<file path="config.mk">
export PLATFORM = sky130hd
export DESIGN_NAME = pipe_stage_reg_flat
export DESIGN_NICKNAME = d
export VERILOG_FILES = /design/src/rtl/pipe_stage_reg_if.sv /design/src/rtl/pipe_stage_reg.sv /design/src/flat_wrapper.sv
export SDC_FILE = /design/constraint.sdc
export NUM_CORES = 1
export LEC_CHECK = 0
export CAP_MARGIN = 20
export CORE_MARGIN = 2
export CORE_UTILIZATION = 40
export CTS_CLUSTER_DIAMETER = 30
export DETAILED_ROUTE_END_ITERATION = 10
export GPL_ROUTABILITY_DRIVEN = 0
export GPL_TIMING_DRIVEN = 1
export PLACE_DENSITY = 0.7
export SKIP_CTS_REPAIR_TIMING = 1
export SLEW_MARGIN = 5
export SYNTH_ARGS = -nofsm -noshare
export SYNTH_HDL_FRONTEND = slang
export SYNTH_SLANG_ARGS = --single-unit
export TNS_END_PERCENT = 30
</file>
<file path="constraint.sdc">
create_clock -name CLK -period 1.8 [get_ports CLK]
set_input_delay 0.27 -clock CLK [delete_from_list [all_inputs] [get_ports CLK]]
set_output_delay 0.27 -clock CLK [all_outputs]
set_load 0.02 [all_outputs]
</file>
<file path="src/rtl/pipe_stage_reg_if.sv">
// Handshake bundle for pipe_stage_reg: upstream valid/ready entry, downstream valid/ready entry,
// flush and occupancy. The stage itself takes the slave side.
interface pipe_stage_reg_if #(
  parameter int unsigned DATA_W = 64,
  parameter int unsigned CTRL_W = 8
) ();

  logic              in_valid;
  logic              in_ready;
  logic [DATA_W-1:0] in_data;
  logic [CTRL_W-1:0] in_ctrl;
  logic              flush;
  logic              out_valid;
  logic              out_ready;
  logic [DATA_W-1:0] out_data;
  logic [CTRL_W-1:0] out_ctrl;
  logic [1:0]        level;

  modport master (
    output in_valid,
    output in_data,
    output in_ctrl,
    output flush,
    output out_ready,
    input  in_ready,
    input  out_valid,
    input  out_data,
    input  out_ctrl,
    input  level
  );

  modport slave (
    input  in_valid,
    input  in_data,
    input  in_ctrl,
    input  flush,
    input  out_ready,
    output in_ready,
    output out_valid,
    output out_data,
    output out_ctrl,
    output level
  );

endinterface

</file>
<file path="src/rtl/pipe_stage_reg.sv">
// Pipeline stage register with optional two-entry skid buffer, flush, and a selectable
// active clock edge. Control bits read as zero whenever the stage presents no entry.
module pipe_stage_reg #(
  parameter int unsigned DATA_W  = 64,
  parameter int unsigned CTRL_W  = 8,
  parameter int unsigned SKID    = 1,
  parameter int unsigned NEGEDGE = 1
) (
  input logic             CLK,
  input logic             RST_N,
  pipe_stage_reg_if.slave bus
);

  // Encoding equals the held-entry count, so level is the state itself.
  typedef enum logic [1:0] {
    StEmpty = 2'd0,
    StOne   = 2'd1,
    StFull  = 2'd2
  } state_e;

  state_e            state_q, state_d;
  logic              in_ready_q, in_ready_d;
  logic [DATA_W-1:0] head_data_q, head_data_d;
  logic [CTRL_W-1:0] head_ctrl_q, head_ctrl_d;
  logic [DATA_W-1:0] skid_data_q, skid_data_d;
  logic [CTRL_W-1:0] skid_ctrl_q, skid_ctrl_d;

  logic out_valid;
  logic in_ready;
  logic push;
  logic pop;

  assign out_valid     = (state_q != StEmpty);
  assign bus.out_valid = out_valid;
  assign bus.out_data  = head_data_q;
  assign bus.out_ctrl  = out_valid ? head_ctrl_q : '0;
  assign bus.level     = state_q;
  assign bus.in_ready  = in_ready;

  // Skid mode keeps in_ready registered to cut the out_ready -> in_ready path.
  always_comb begin
    in_ready = 1'b0;
    if (SKID != 0) begin
      in_ready = in_ready_q;
    end else begin
      in_ready = !out_valid || bus.out_ready;
    end
  end

  assign push = bus.in_valid && in_ready;
  assign pop  = out_valid && bus.out_ready;

  always_comb begin
    state_d     = state_q;
    head_data_d = head_data_q;
    head_ctrl_d = head_ctrl_q;
    skid_data_d = skid_data_q;
    skid_ctrl_d = skid_ctrl_q;

    if (bus.flush) begin
      // A simultaneous pop still completes downstream; the incoming entry is dropped.
      state_d = StEmpty;
    end else begin
      unique case (state_q)
        StEmpty: begin
          if (push) begin
            state_d     = StOne;
            head_data_d = bus.in_data;
            head_ctrl_d = bus.in_ctrl;
          end
        end
        StOne: begin
          if (push && pop) begin
            head_data_d = bus.in_data;
            head_ctrl_d = bus.in_ctrl;
          end else if (push) begin
            state_d     = StFull;
            skid_data_d = bus.in_data;
            skid_ctrl_d = bus.in_ctrl;
          end else if (pop) begin
            state_d = StEmpty;
          end
        end
        StFull: begin
          if (pop) begin
            state_d     = StOne;
            head_data_d = skid_data_q;
            head_ctrl_d = skid_ctrl_q;
          end
        end
        default: begin
          state_d = StEmpty;
        end
      endcase
    end

    in_ready_d = (state_d != StFull);
  end

  if (NEGEDGE != 0) begin : g_neg
    always_ff @(negedge CLK or negedge RST_N) begin
      if (!RST_N) begin
        state_q     <= StEmpty;
        in_ready_q  <= 1'b1;
        head_data_q <= '0;
        head_ctrl_q <= '0;
        skid_data_q <= '0;
        skid_ctrl_q <= '0;
      end else begin
        state_q     <= state_d;
        in_ready_q  <= in_ready_d;
        head_data_q <= head_data_d;
        head_ctrl_q <= head_ctrl_d;
        skid_data_q <= skid_data_d;
        skid_ctrl_q <= skid_ctrl_d;
      end
    end
  end else begin : g_pos
    always_ff @(posedge CLK or negedge RST_N) begin
      if (!RST_N) begin
        state_q     <= StEmpty;
        in_ready_q  <= 1'b1;
        head_data_q <= '0;
        head_ctrl_q <= '0;
        skid_data_q <= '0;
        skid_ctrl_q <= '0;
      end else begin
        state_q     <= state_d;
        in_ready_q  <= in_ready_d;
        head_data_q <= head_data_d;
        head_ctrl_q <= head_ctrl_d;
        skid_data_q <= skid_data_d;
        skid_ctrl_q <= skid_ctrl_d;
      end
    end
  end

  // Without the skid buffer the stage can never hold two entries.
  a_no_full_without_skid : assert property (@(posedge CLK) disable iff (!RST_N)
    (SKID != 0) || (state_q != StFull));

  a_ready_matches_state : assert property (@(posedge CLK) disable iff (!RST_N)
    (SKID == 0) || (in_ready_q == (state_q != StFull)));

endmodule

</file>
<file path="src/flat_wrapper.sv">
// flat-port wrapper written by rule: the top's interface ports become plain ports
module pipe_stage_reg_flat 
#(
  parameter int unsigned DATA_W  = 64,
  parameter int unsigned CTRL_W  = 8,
  parameter int unsigned SKID    = 1,
  parameter int unsigned NEGEDGE = 1
)
  (CLK, RST_N, bus_in_valid, bus_in_data, bus_in_ctrl, bus_flush, bus_out_ready, bus_in_ready, bus_out_valid, bus_out_data, bus_out_ctrl, bus_level);
  pipe_stage_reg_if #(.DATA_W(DATA_W), .CTRL_W(CTRL_W)) bus_i ();
  input logic CLK;
  input logic RST_N;
  input wire logic [$bits(bus_i.in_valid)-1:0] bus_in_valid;
  input wire logic [$bits(bus_i.in_data)-1:0] bus_in_data;
  input wire logic [$bits(bus_i.in_ctrl)-1:0] bus_in_ctrl;
  input wire logic [$bits(bus_i.flush)-1:0] bus_flush;
  input wire logic [$bits(bus_i.out_ready)-1:0] bus_out_ready;
  output wire logic [$bits(bus_i.in_ready)-1:0] bus_in_ready;
  output wire logic [$bits(bus_i.out_valid)-1:0] bus_out_valid;
  output wire logic [$bits(bus_i.out_data)-1:0] bus_out_data;
  output wire logic [$bits(bus_i.out_ctrl)-1:0] bus_out_ctrl;
  output wire logic [$bits(bus_i.level)-1:0] bus_level;
  assign bus_i.in_valid = bus_in_valid;
  assign bus_i.in_data = bus_in_data;
  assign bus_i.in_ctrl = bus_in_ctrl;
  assign bus_i.flush = bus_flush;
  assign bus_i.out_ready = bus_out_ready;
  assign bus_in_ready = bus_i.in_ready;
  assign bus_out_valid = bus_i.out_valid;
  assign bus_out_data = bus_i.out_data;
  assign bus_out_ctrl = bus_i.out_ctrl;
  assign bus_level = bus_i.level;
  pipe_stage_reg #(.DATA_W(DATA_W), .CTRL_W(CTRL_W), .SKID(SKID), .NEGEDGE(NEGEDGE)) u_core (.CLK(CLK), .RST_N(RST_N), .bus(bus_i));
endmodule
</file>
==> impl_metrics.csv, run 1 <==
group,metric,value,unit
worst_setup_path,reg2reg_from,"u_core.bus.level[1]$_DFF_NN0_",
sta,whs,0.449,ns
run,max-cap-violations,0,
synthesis,synth_common_cells,"146 x dfrtn_1, 74 x nor2_1, 72 x a21oi_1, 72 x mux2_2, 72 x mux2i_1",
route,drt-total-wl,16700,um
worst_setup_path,critical_path_required,1.53,ns
synthesis,yosysTopAreaCellShare,59.6,%
die,coreArea,0.0151,sq mm
worst_setup_path,reg2reg_depth,8,
sta,tightest_slew,0.365,ns
hold_path,hold_depth,1,
cts,clkLatencyLatePin,0.43,ns
worst_setup_path,critPathLaunchType,"flip-flop",
global_route,grt_max_degree,46,
synthesis,ys.flop_type,"dfrtn_1",
synthesis,syn_inst,490,
synthesis,syn_area,0.00613,sq mm
synthesis,synthTopCellsByArea,"dfrtn_1 60%, mux2_2 13%, mux2i_1 12%",
global_route,grt_pass1_wl,22500,um
cells_and_area,fin_nets,777,
die,row_count,45,
worst_setup_path,cpMaxStageDelayCell,"dfrtn_1",
hold_path,hold_end,"u_core.skid_data_q[59]$_DFFE_NN0P_",
cts,cts_buffer_depth,2,
route,via_per_inst,5.13,
die,die_w,128,um
route,wl_per_cell,18.6,um
global_route,antenna_found_initial,0,
sta,hold_viol_final,0,
placement,pre_cts_slack,-1.22,ns
power,p_leak,0.00475,uW
route,vias,4611,
outcome,violations,"negative setup slack",
synthesis,yosysMostFrequentCell,"dfrtn_1",
synthesis,synth-edff-count,0,
outcome,status,"finished, violations left",
worst_setup_path,crit_path_cell_trace,"nor2_4 -> buf_6 -> nor2b_4 -> buf_6",
worst_setup_path,end_kind,"output port",
placement,dp_hpwl,9350,um
route,drc,0,
cells_and_area,syn2layout_area_growth,60.6,%
synthesis,syn_area_per_cell,12.5,sq um
die,start_util,40.7,%
cells_and_area,nFillCells,1088,
power,ir_worst_vdd,0.620,mV
synthesis,post-synth-top-area-cell,"dfrtn_1",
cts,h-tree-depth,4,
cts,clock_sinks,147,
die,ios,153,
route,drt_iter0_drc,176,
die,dieArea,0.0163,sq mm
worst_setup_path,path_class,"reg2out",
worst_setup_path,cp.arrival,2.22,ns
sta,slew_violations,0,
cts,cts_tree,"yes",
synthesis,async_flop_share,100,%
cells_and_area,layout-drive-gt1-share,46.1,%
worst_setup_path,r2r-end,"u_core.bus.out_data[1]$_DFFE_NN0P_",
hold_path,hold_start,"u_core.skid_data_q[59]$_DFFE_NN0P_",
hold_path,hold_path_class,"reg2reg",
global_route,grt_pass1_vias,4627,
route,drtPass1Iterations,6,
worst_setup_path,rrSetupSlack,-0.26,ns
cells_and_area,n_antenna_cell,0,
sta,finalClockSkew,0.0446,ns
placement,io_buffer_count,152,
sta,setup_ws,-0.686,ns
synthesis,synth.distinct_cells,20,
cts,cts_buffers,17,
route,drtAntennaViolNets,0,
global_route,grt_use_total,17.5,%
power,power,11600,uW
sta,finalSetupViolations,221,
worst_setup_path,cpPeakStageDelay,0.46,ns
synthesis,synth_warnings,0,
worst_setup_path,setup.worst_path.start,"u_core.bus.level[1]$_DFF_NN0_",
synthesis,synth_nets,567,
power,powerDensity,1170,mW/mm^2
synthesis,ys_ff_latch,147,
cts,root_buffer,"clkbuf_16",
synthesis,yosysSeqAreaShare,60.0,%
die,die_h,128,um
global_route,grt-ovfl-total,0,
worst_setup_path,crit_path_max_fanout,7,
worst_setup_path,crit_top_cell,"buf_6",
sta,rsz0062_at_grt,"true",
cts,clk_pin_slew_worst_paths,0.04,ns
sta,max_slew_margin,75.6,%
==> cell usage in the layout, fill, tap and decap left out, types with 4 or more instances in the layout <==
master	netlist	routed
clkbuf_16	0	30
buf_8	0	6
buf_6	0	75
buf_12	0	13
nor2_1	74	61
mux2i_1	72	72
inv_1	4	4
mux2_2	72	72
buf_4	0	37
nor2_4	0	10
clkdlybuf4s50_1	0	72
dfrtn_1	146	146
a21oi_1	72	17
a21oi_4	0	5
bufinv_16	0	5
nor2b_1	9	5
a21oi_2	0	50
nor2b_4	0	4
==> layer usage <==
metal | up-vias | GRT usage (%) | share of wire [%]
met5 | - | 0 | 0
met4 | 0 | 5.88 | 1.8
met3 | 24 | 5.55 | 5.5
met2 | 137 | 29.0 | 49
met1 | 2326 | 21.8 | 44
li1 | 2124 | - | -
==> kinds of logic after synthesis <==
| family | Yosys count | share of synthesized area (%) |
|---|---|---|
| flip-flops | 147 | 60.0 |
| multiplexers | 144 | 25.0 |
| AND/OR/NAND/NOR | 88 | 6.04 |
| AO/OA/AOI/OAI | 75 | 6.42 |
| buffers and inverters | 35 | 2.45 |
| XOR/XNOR | 1 | 0.143 |
==> stage by stage <==
step	setup TNS (ns)	utilization, %	area, sq um	instances
after floorplan	-82.32	-	6210	490
after global placement	-198.56	54.1	8160	836
after detailed placement	-202.31	54.1	8160	836
after CTS	-174.56	58.4	8810	866
after global routing	-83.76	65.3	9850	899
final	-79.62	65.3	9850	899
==> final cells by class <==
| type | count | area, sq um | share of cell area [%] |
|---|---|---|---|
| flip-flops and latches | 147 | 3680 | 37.3 |
| multi-input cells | 308 | 2690 | 27.3 |
| repair buffers | 222 | 2590 | 26.2 |
| clock buffers | 20 | 467 | 4.74 |
| well taps | 188 | 235 | 2.39 |
| clock inverters | 11 | 184 | 1.87 |
| inverters | 3 | 11.3 | 0.114 |
==> sequential cells by signal, indices dropped and copies added, names as in the netlist <==
signal / flops
u_core.bus.out_data: 64
u_core.skid_data_q: 64
u_core.head_ctrl_q: 8
u_core.skid_ctrl_q: 8
u_core.bus.level: 2
u_core.bus.in_ready: 1
==> worst max-delay path by stage <==
stage | endpoint | slack, ns | depth (start not counted)
2_1_floorplan | u_core.bus.out_data[10]$_DFFE_NN0P_ | -0.55 | 5
3_3_place_gp | u_core.bus.out_data[56]$_DFFE_NN0P_ | -1.19 | 5
3_5_place_dp | u_core.bus.out_data[59]$_DFFE_NN0P_ | -1.22 | 5
4_1_cts | bus_out_ctrl[5] | -1.38 | 3
5_1_grt | bus_out_ctrl[5] | -0.73 | 4
6_report | bus_out_ctrl[5] | -0.69 | 4
==> power breakdown <==
| part | switching [uW] | leakage (uW) | total (uW) | internal (uW) |
|---|---|---|---|---|
| clock network | 1330 | 0.000315 | 3880 | 2550 |
| registers | 515 | 0.00172 | 4720 | 4200 |
| logic | 1300 | 0.00272 | 2970 | 1670 |
| total | 3140 | 0.00475 | 11600 | 8430 |
==> critical path, delay by kind of cell (launching register included) <==
family | cells | cell delay [ns]
buffers and inverters | 2 | 0.26
AND/OR/NAND/NOR | 2 | 0.20
flip-flops | 1 | 0.46
(Power assumes the default switching activity.)
==> inputs of run 2 (changes only) <==
ABC_AREA = 1   (was default)
PLACE_DENSITY = 0.68   (was 0.7)
==> run 2 against run 1 <==
Effect of this change: the flow still finishes with violations (negative setup slack); non-clock buffer count fell by 10; die area rose by 13%; design area rose by 0.11%; critical endpoint is now bus_out_ctrl[7]; global-route usage rose by 2.7 points; core utilization fell by 7.7 points; critical path type unchanged; register-to-register slack improved by 0.24 ns; clock-buffer cell count rose by 2; synthesized area rose by 13%; critical path depth did not move; sequential share of layout area barely moved; setup slack improved by 0.014 ns; worst hold slack got worse by 0.017 ns; highest routed layer is now met5.
==> impl_metrics.csv, run 2 <==
group,metric,value,unit
sta,rsz0062_at_grt,"true",
global_route,antenna_found_initial,1,
cts,cts_buffers,17,
synthesis,synth_warnings,0,
power,p_int,8250,uW
cts,cts_buffer_depth,2,
cells_and_area,fin_nets,1144,
die,die_h,136,um
route,drt-total-wl,18500,um
sta,slew_violations,0,
sta,finalClockSkew,0.0553,ns
die,die_w,136,um
synthesis,synth-edff-count,0,
cells_and_area,layout_common_cells,"362 x nand2_1, 146 x dfrtn_1, 144 x nand3_1, 84 x inv_1, 78 x buf_6",
cts,cts_tree,"yes",
worst_setup_path,cpMaxStageDelayCell,"dfrtn_1",
route,drc,0,
worst_setup_path,cp.arrival,2.20,ns
global_route,grt_max_degree,76,
synthesis,synth_nets,974,
global_route,grtUsageMet2,32.9,%
synthesis,syn_area_per_cell,7.73,sq um
synthesis,yosysSeqAreaShare,53.1,%
die,start_util,40.5,%
cells_and_area,nFillCells,1579,
cells_and_area,instances_no_fill,1304,
cells_and_area,layout_commonest_cell,"nand2_1",
sta,tightest_slew,0.497,ns
cts,clkLatencyLatePin,0.44,ns
power,switching_share,29.2,%
die,row_count,48,
synthesis,post-synth-top-area-cell,"dfrtn_1",
worst_setup_path,crit_path_cell_trace,"nor2_4 -> buf_12 -> nor2_4 -> buf_6",
worst_setup_path,end_kind,"output port",
synthesis,synth.distinct_cells,21,
cells_and_area,layout-drive-gt1-share,17.7,%
synthesis,syn_inst,897,
global_route,grt_pass1_wl,29600,um
global_route,gr-usage-met3,4.04,%
power,ir_worst_vdd,0.668,mV
placement,placed_area,0.00886,sq mm
cts,clk_pin_slew_worst_paths,0.04,ns
route,vias,6280,
synthesis,ys.flop_type,"dfrtn_1",
placement,dp_hpwl,11400,um
worst_setup_path,path_buf_inv,2,
placement,io_buffer_count,152,
placement,placedCellCount,1248,
run,max-cap-violations,0,
power,seq_power_share,40.6,%
synthesis,ys_ff_latch,147,
route,drtAntennaViolNets,0,
worst_setup_path,critical_path_required,1.53,ns
worst_setup_path,path_class,"reg2out",
hold_path,hold_path_class,"reg2reg",
global_route,grt_use_total,20.2,%
cells_and_area,syn2layout_area_growth,42.4,%
synthesis,yosysTopAreaCellShare,52.7,%
global_route,met1_usage,27.2,%
die,coreArea,0.0171,sq mm
power,powerDensity,1180,mW/mm^2
global_route,grt-ovfl-total,0,
cells_and_area,final_area,0.00987,sq mm
cells_and_area,n_antenna_cell,0,
power,p_comb_share,25.5,%
sta,setup_ws,-0.672,ns
die,dieArea,0.0184,sq mm
synthesis,async_flop_share,100,%
sta,hold_viol_final,0,
synthesis,yosysMostFrequentCell,"nand2_1",
route,wl_per_cell,14.2,um
die,ios,153,
outcome,violations,"negative setup slack",
outcome,status,"finished, violations left",
sta,max_slew_margin,66.8,%
worst_setup_path,critPathTopFamily,"flip-flops",
global_route,globalRoute.busiestLayer,"met2",
worst_setup_path,critPathLaunchType,"flip-flop",
cts,root_buffer,"clkbuf_16",
worst_setup_path,crit_top_cell,"nor2_4",
power,p_clk_share,33.9,%
power,p_leak,0.00528,uW
power,p_switching,3410,uW
route,via_per_inst,4.82,
global_route,grt_pass1_vias,5947,
synthesis,syn_area,0.00693,sq mm
synthesis,synth_common_cells,"364 x nand2_1, 146 x dfrtn_1, 144 x nand3_1",
worst_setup_path,crit_path_max_fanout,9,
sta,finalSetupViolations,89,
route,drtPass1Iterations,5,
cts,h-tree-depth,4,
route,drt_iter0_drc,412,
cts,clock_sinks,147,
worst_setup_path,cpPeakStageDelay,0.48,ns
synthesis,synthTopCellsByArea,"dfrtn_1 53%, nand2_1 20%, nand3_1 10%",
[run 2: per-layer routing]
| layer | share of wire, % | vias to the layer above |
|---|---|---|
| met2 | 49 | 167 |
| li1 | - | 3137 |
| met3 | 5.3 | 17 |
| met5 | 0.070 | - |
| met4 | 1.1 | 2 |
| met1 | 44 | 2957 |
[run 2: tightest hold or removal path, cell delays in order, from the launching register on]
cell     delay [ns]
dfrtn_1        0.40
nand2_1        0.05
o21ai_0        0.06
[run 2: logic make-up after synthesis]
kind of cell    count (synthesis)  synth area share (%)
simple gates                  529                  31.8
flops                         147                  53.1
buf+inv                       146                  9.55
compound gates                 75                  5.51
[run 2: worst paths after layout]
path / startpoint / endpoint / slack (ns) / cells after the start
min: u_core.skid_data_q[45]$_DFFE_NN0P_ / u_core.skid_data_q[45]$_DFFE_NN0P_ / 0.43 / 2
max in group asynchronous: RST_N / u_core.head_ctrl_q[7]$_DFFE_NN0P_ / 0.78 / 3
max reg2reg: u_core.bus.level[1]$_DFF_NN0_ / u_core.bus.out_data[35]$_DFFE_NN0P_ / -0.02 / 8
min reg2reg: u_core.skid_data_q[45]$_DFFE_NN0P_ / u_core.skid_data_q[45]$_DFFE_NN0P_ / 0.43 / 2
min in group asynchronous: RST_N / u_core.head_ctrl_q[0]$_DFFE_NN0P_ / 0.61 / 2
max: u_core.bus.level[1]$_DFF_NN0_ / bus_out_ctrl[7] / -0.67 / 4
[run 2: through the flow]
| step | TNS, ns | total power [uW] | utilization, % | hold WS [ns] | setup WS, ns |
|---|---|---|---|---|---|
| 2_1_floorplan | -32.17 | 6080 | - | 0.410 | -0.339 |
| 3_3_place_gp | -137.59 | 7360 | 51.8 | 0.422 | -0.773 |
| 3_5_place_dp | -138.88 | 7440 | 51.8 | 0.424 | -0.765 |
| 4_1_cts | -113.55 | 11400 | 55.6 | 0.428 | -1.14 |
| 5_1_grt | -34.02 | 12300 | 57.6 | 0.450 | -0.708 |
| 6_report | -27.53 | 11700 | 57.6 | 0.432 | -0.672 |
[run 2: final cells by class]
cell class / count / area, sq um / area share [%]
sequential: 147 / 3680 / 37.3
timing repair buffer: 212 / 2250 / 22.8
inverter: 84 / 315 / 3.20
clock buffer: 22 / 484 / 4.91
multi-input combinational: 604 / 2680 / 27.2
tap: 225 / 282 / 2.85
clock inverter: 10 / 179 / 1.81
[run 2: power by group through the flow]
| stage | logic [uW] | clock network (uW) | registers (uW) |
|---|---|---|---|
| 6_report | 2980 | 3960 | 4730 |
| 5_1_grt | 3290 | 4190 | 4810 |
| 3_3_place_gp | 2670 | 6.95 | 4680 |
| 4_1_cts | 2750 | 4020 | 4660 |
| 3_5_place_dp | 2740 | 6.95 | 4690 |
| 2_1_floorplan | 1090 | 6.95 | 4990 |
==> inputs of run 3 (changes only) <==
==> constraint.sdc (replaced) <==
create_clock -name CLK -period 1.8 [get_ports CLK]
set_input_delay 0.54 -clock CLK [delete_from_list [all_inputs] [get_ports CLK]]
set_output_delay 0.54 -clock CLK [all_outputs]
set_load 0.02 [all_outputs]
==> run 3 against run 2 <==
Effect of this change: the flow still finishes with violations (negative setup slack); final cell count decreased by 0.38%; total power down 0.32%; critical endpoint unchanged; largest power group unchanged; highest routed layer is now met4; core utilization decreased by 0.12 points; sequential power about the same.
==> impl_metrics.csv, run 3 (same netlist as run 2, synthesis figures left out) <==
group,metric,value,unit
worst_setup_path,crit_path_max_fanout,9,
sta,tightest_slew,0.561,ns
placement,placedCellCount,1248,
worst_setup_path,path_class,"reg2out",
cts,clk_pin_slew_worst_paths,0.04,ns
sta,max_slew_margin,62.6,%
global_route,grt-ovfl-total,0,
global_route,grt_pass1_wl,29800,um
cts,clock_sinks,147,
route,drt_iter0_drc,506,
power,p_comb_share,25.5,%
route,via_per_inst,4.78,
hold_path,hold_path_class,"reg2reg",
route,drtAntennaViolNets,0,
worst_setup_path,critPathLaunchType,"flip-flop",
power,p_int,8230,uW
power,ir_worst_vdd,0.634,mV
worst_setup_path,critical_path_required,1.26,ns
sta,finalSetupViolations,223,
placement,io_buffer_count,152,
route,drtPass1Iterations,5,
die,die_h,136,um
power,powerDensity,1180,mW/mm^2
sta,rsz0062_at_grt,"true",
cts,clkLatencyLatePin,0.43,ns
cts,cts_tree,"yes",
cells_and_area,instances_no_fill,1299,
worst_setup_path,rrSetupSlack,-0.07,ns
route,vias,6211,
cells_and_area,nFillCells,1568,
global_route,grt_max_degree,77,
power,seq_power_share,40.5,%
power,p_leak,0.00528,uW
power,power,11600,uW
cells_and_area,layout-drive-gt1-share,18.0,%
worst_setup_path,end_kind,"output port",
die,start_util,40.5,%
route,wl_per_cell,14.3,um
sta,slew_violations,0,
outcome,violations,"negative setup slack",
worst_setup_path,cp.arrival,2.17,ns
sta,finalClockSkew,0.0487,ns
die,ios,153,
cells_and_area,syn2layout_area_growth,42.0,%
die,die_w,136,um
route,drt-total-wl,18600,um
sta,hold_viol_final,0,
cts,cts_buffers,17,
power,p_switching,3400,uW
power,p_clk_share,34.0,%
cts,h-tree-depth,4,
outcome,status,"finished, violations left",
run,max-cap-violations,0,
global_route,grt_use_total,20.6,%
die,dieArea,0.0184,sq mm
cts,root_buffer,"clkbuf_16",
sta,setup_ws,-0.915,ns
die,coreArea,0.0171,sq mm
placement,dp_hpwl,11000,um
cells_and_area,layout_commonest_cell,"nand2_1",
cts,cts_buffer_depth,2,
global_route,antenna_found_initial,0,
global_route,grt_pass1_vias,5800,
die,row_count,48,
cells_and_area,n_antenna_cell,0,
cells_and_area,fin_nets,1139,
cells_and_area,layout_common_cells,"358 x nand2_1, 146 x dfrtn_1, 143 x nand3_1, 84 x inv_1, 75 x buf_6",
power,switching_share,29.2,%
route,drc,0,
run 3: cell count changes in the layout (fill, tap and decap cells not counted), sizes merged:
cell      before  now
buf          137  132
clkinv         2    4
clkbuf        25   24
clkinvlp       2    1
run 3: per-layer routing:
metal | GRT usage (%) | routed length (um) | part of all wire, %
met1 | 27.3 | 8350 | 45
met2 | 33.8 | 9040 | 49
met3 | 4.30 | 1010 | 5.4
met4 | 6.31 | 169 | 0.91
met5 | 0 | 0 | 0
run 3: worst max-delay path, stage by stage (launching register included):
cell and delay [ns]:
dfrtn_1 0.47, nor2_4 0.05, buf_12 0.14, nor2_2 0.09, buf_6 0.12
run 3: path summary, 6_finish.rpt:
check,endpoint,cells past startpoint,startpoint
max,bus_out_ctrl[7],4,u_core.bus.level[0]$_DFF_NN0_
min,u_core.head_ctrl_q[7]$_DFFE_NN0P_,2,u_core.head_ctrl_q[7]$_DFFE_NN0P_
max reg2reg,u_core.bus.out_data[11]$_DFFE_NN0P_,9,u_core.bus.level[0]$_DFF_NN0_
min reg2reg,u_core.head_ctrl_q[7]$_DFFE_NN0P_,2,u_core.head_ctrl_q[7]$_DFFE_NN0P_
max in group asynchronous,u_core.bus.out_data[34]$_DFFE_NN0P_,2,RST_N
min in group asynchronous,u_core.skid_data_q[4]$_DFFE_NN0P_,2,RST_N
run 3: power groups by stage:
stage / registers, uW / clock network, uW / logic (uW)
2_1_floorplan: 4990 / 6.95 / 1090
3_3_place_gp: 4670 / 6.95 / 2690
4_1_cts: 4640 / 4010 / 2760
5_1_grt: 4790 / 4180 / 3280
6_report: 4710 / 3950 / 2960
3_5_place_dp: 4670 / 6.95 / 2750
run 3: per-stage QoR:
stage	util [%]	cell area (sq um)	setup WS (ns)	hold slack [ns]	setup TNS, ns
after global placement	51.8	8870	-1.05	0.423	-202.44
after global routing	57.5	9840	-0.978	0.437	-85.83
after detailed placement	51.8	8870	-1.08	0.425	-203.52
after floorplan	-	6960	-0.609	0.410	-82.85
after CTS	55.7	9530	-1.45	0.429	-176.08
final	57.5	9840	-0.915	0.425	-73.49
run 3: area by class of cell:
| class | count | area [sq um] | area share [%] |
|---|---|---|---|
| flip-flops and latches | 147 | 3680 | 37.4 |
| multi-input cells | 604 | 2690 | 27.3 |
| repair buffers | 207 | 2220 | 22.5 |
| clock buffers | 21 | 480 | 4.88 |
| inverters | 84 | 315 | 3.20 |
| well taps | 225 | 282 | 2.86 |
| clock inverters | 11 | 181 | 1.84 |
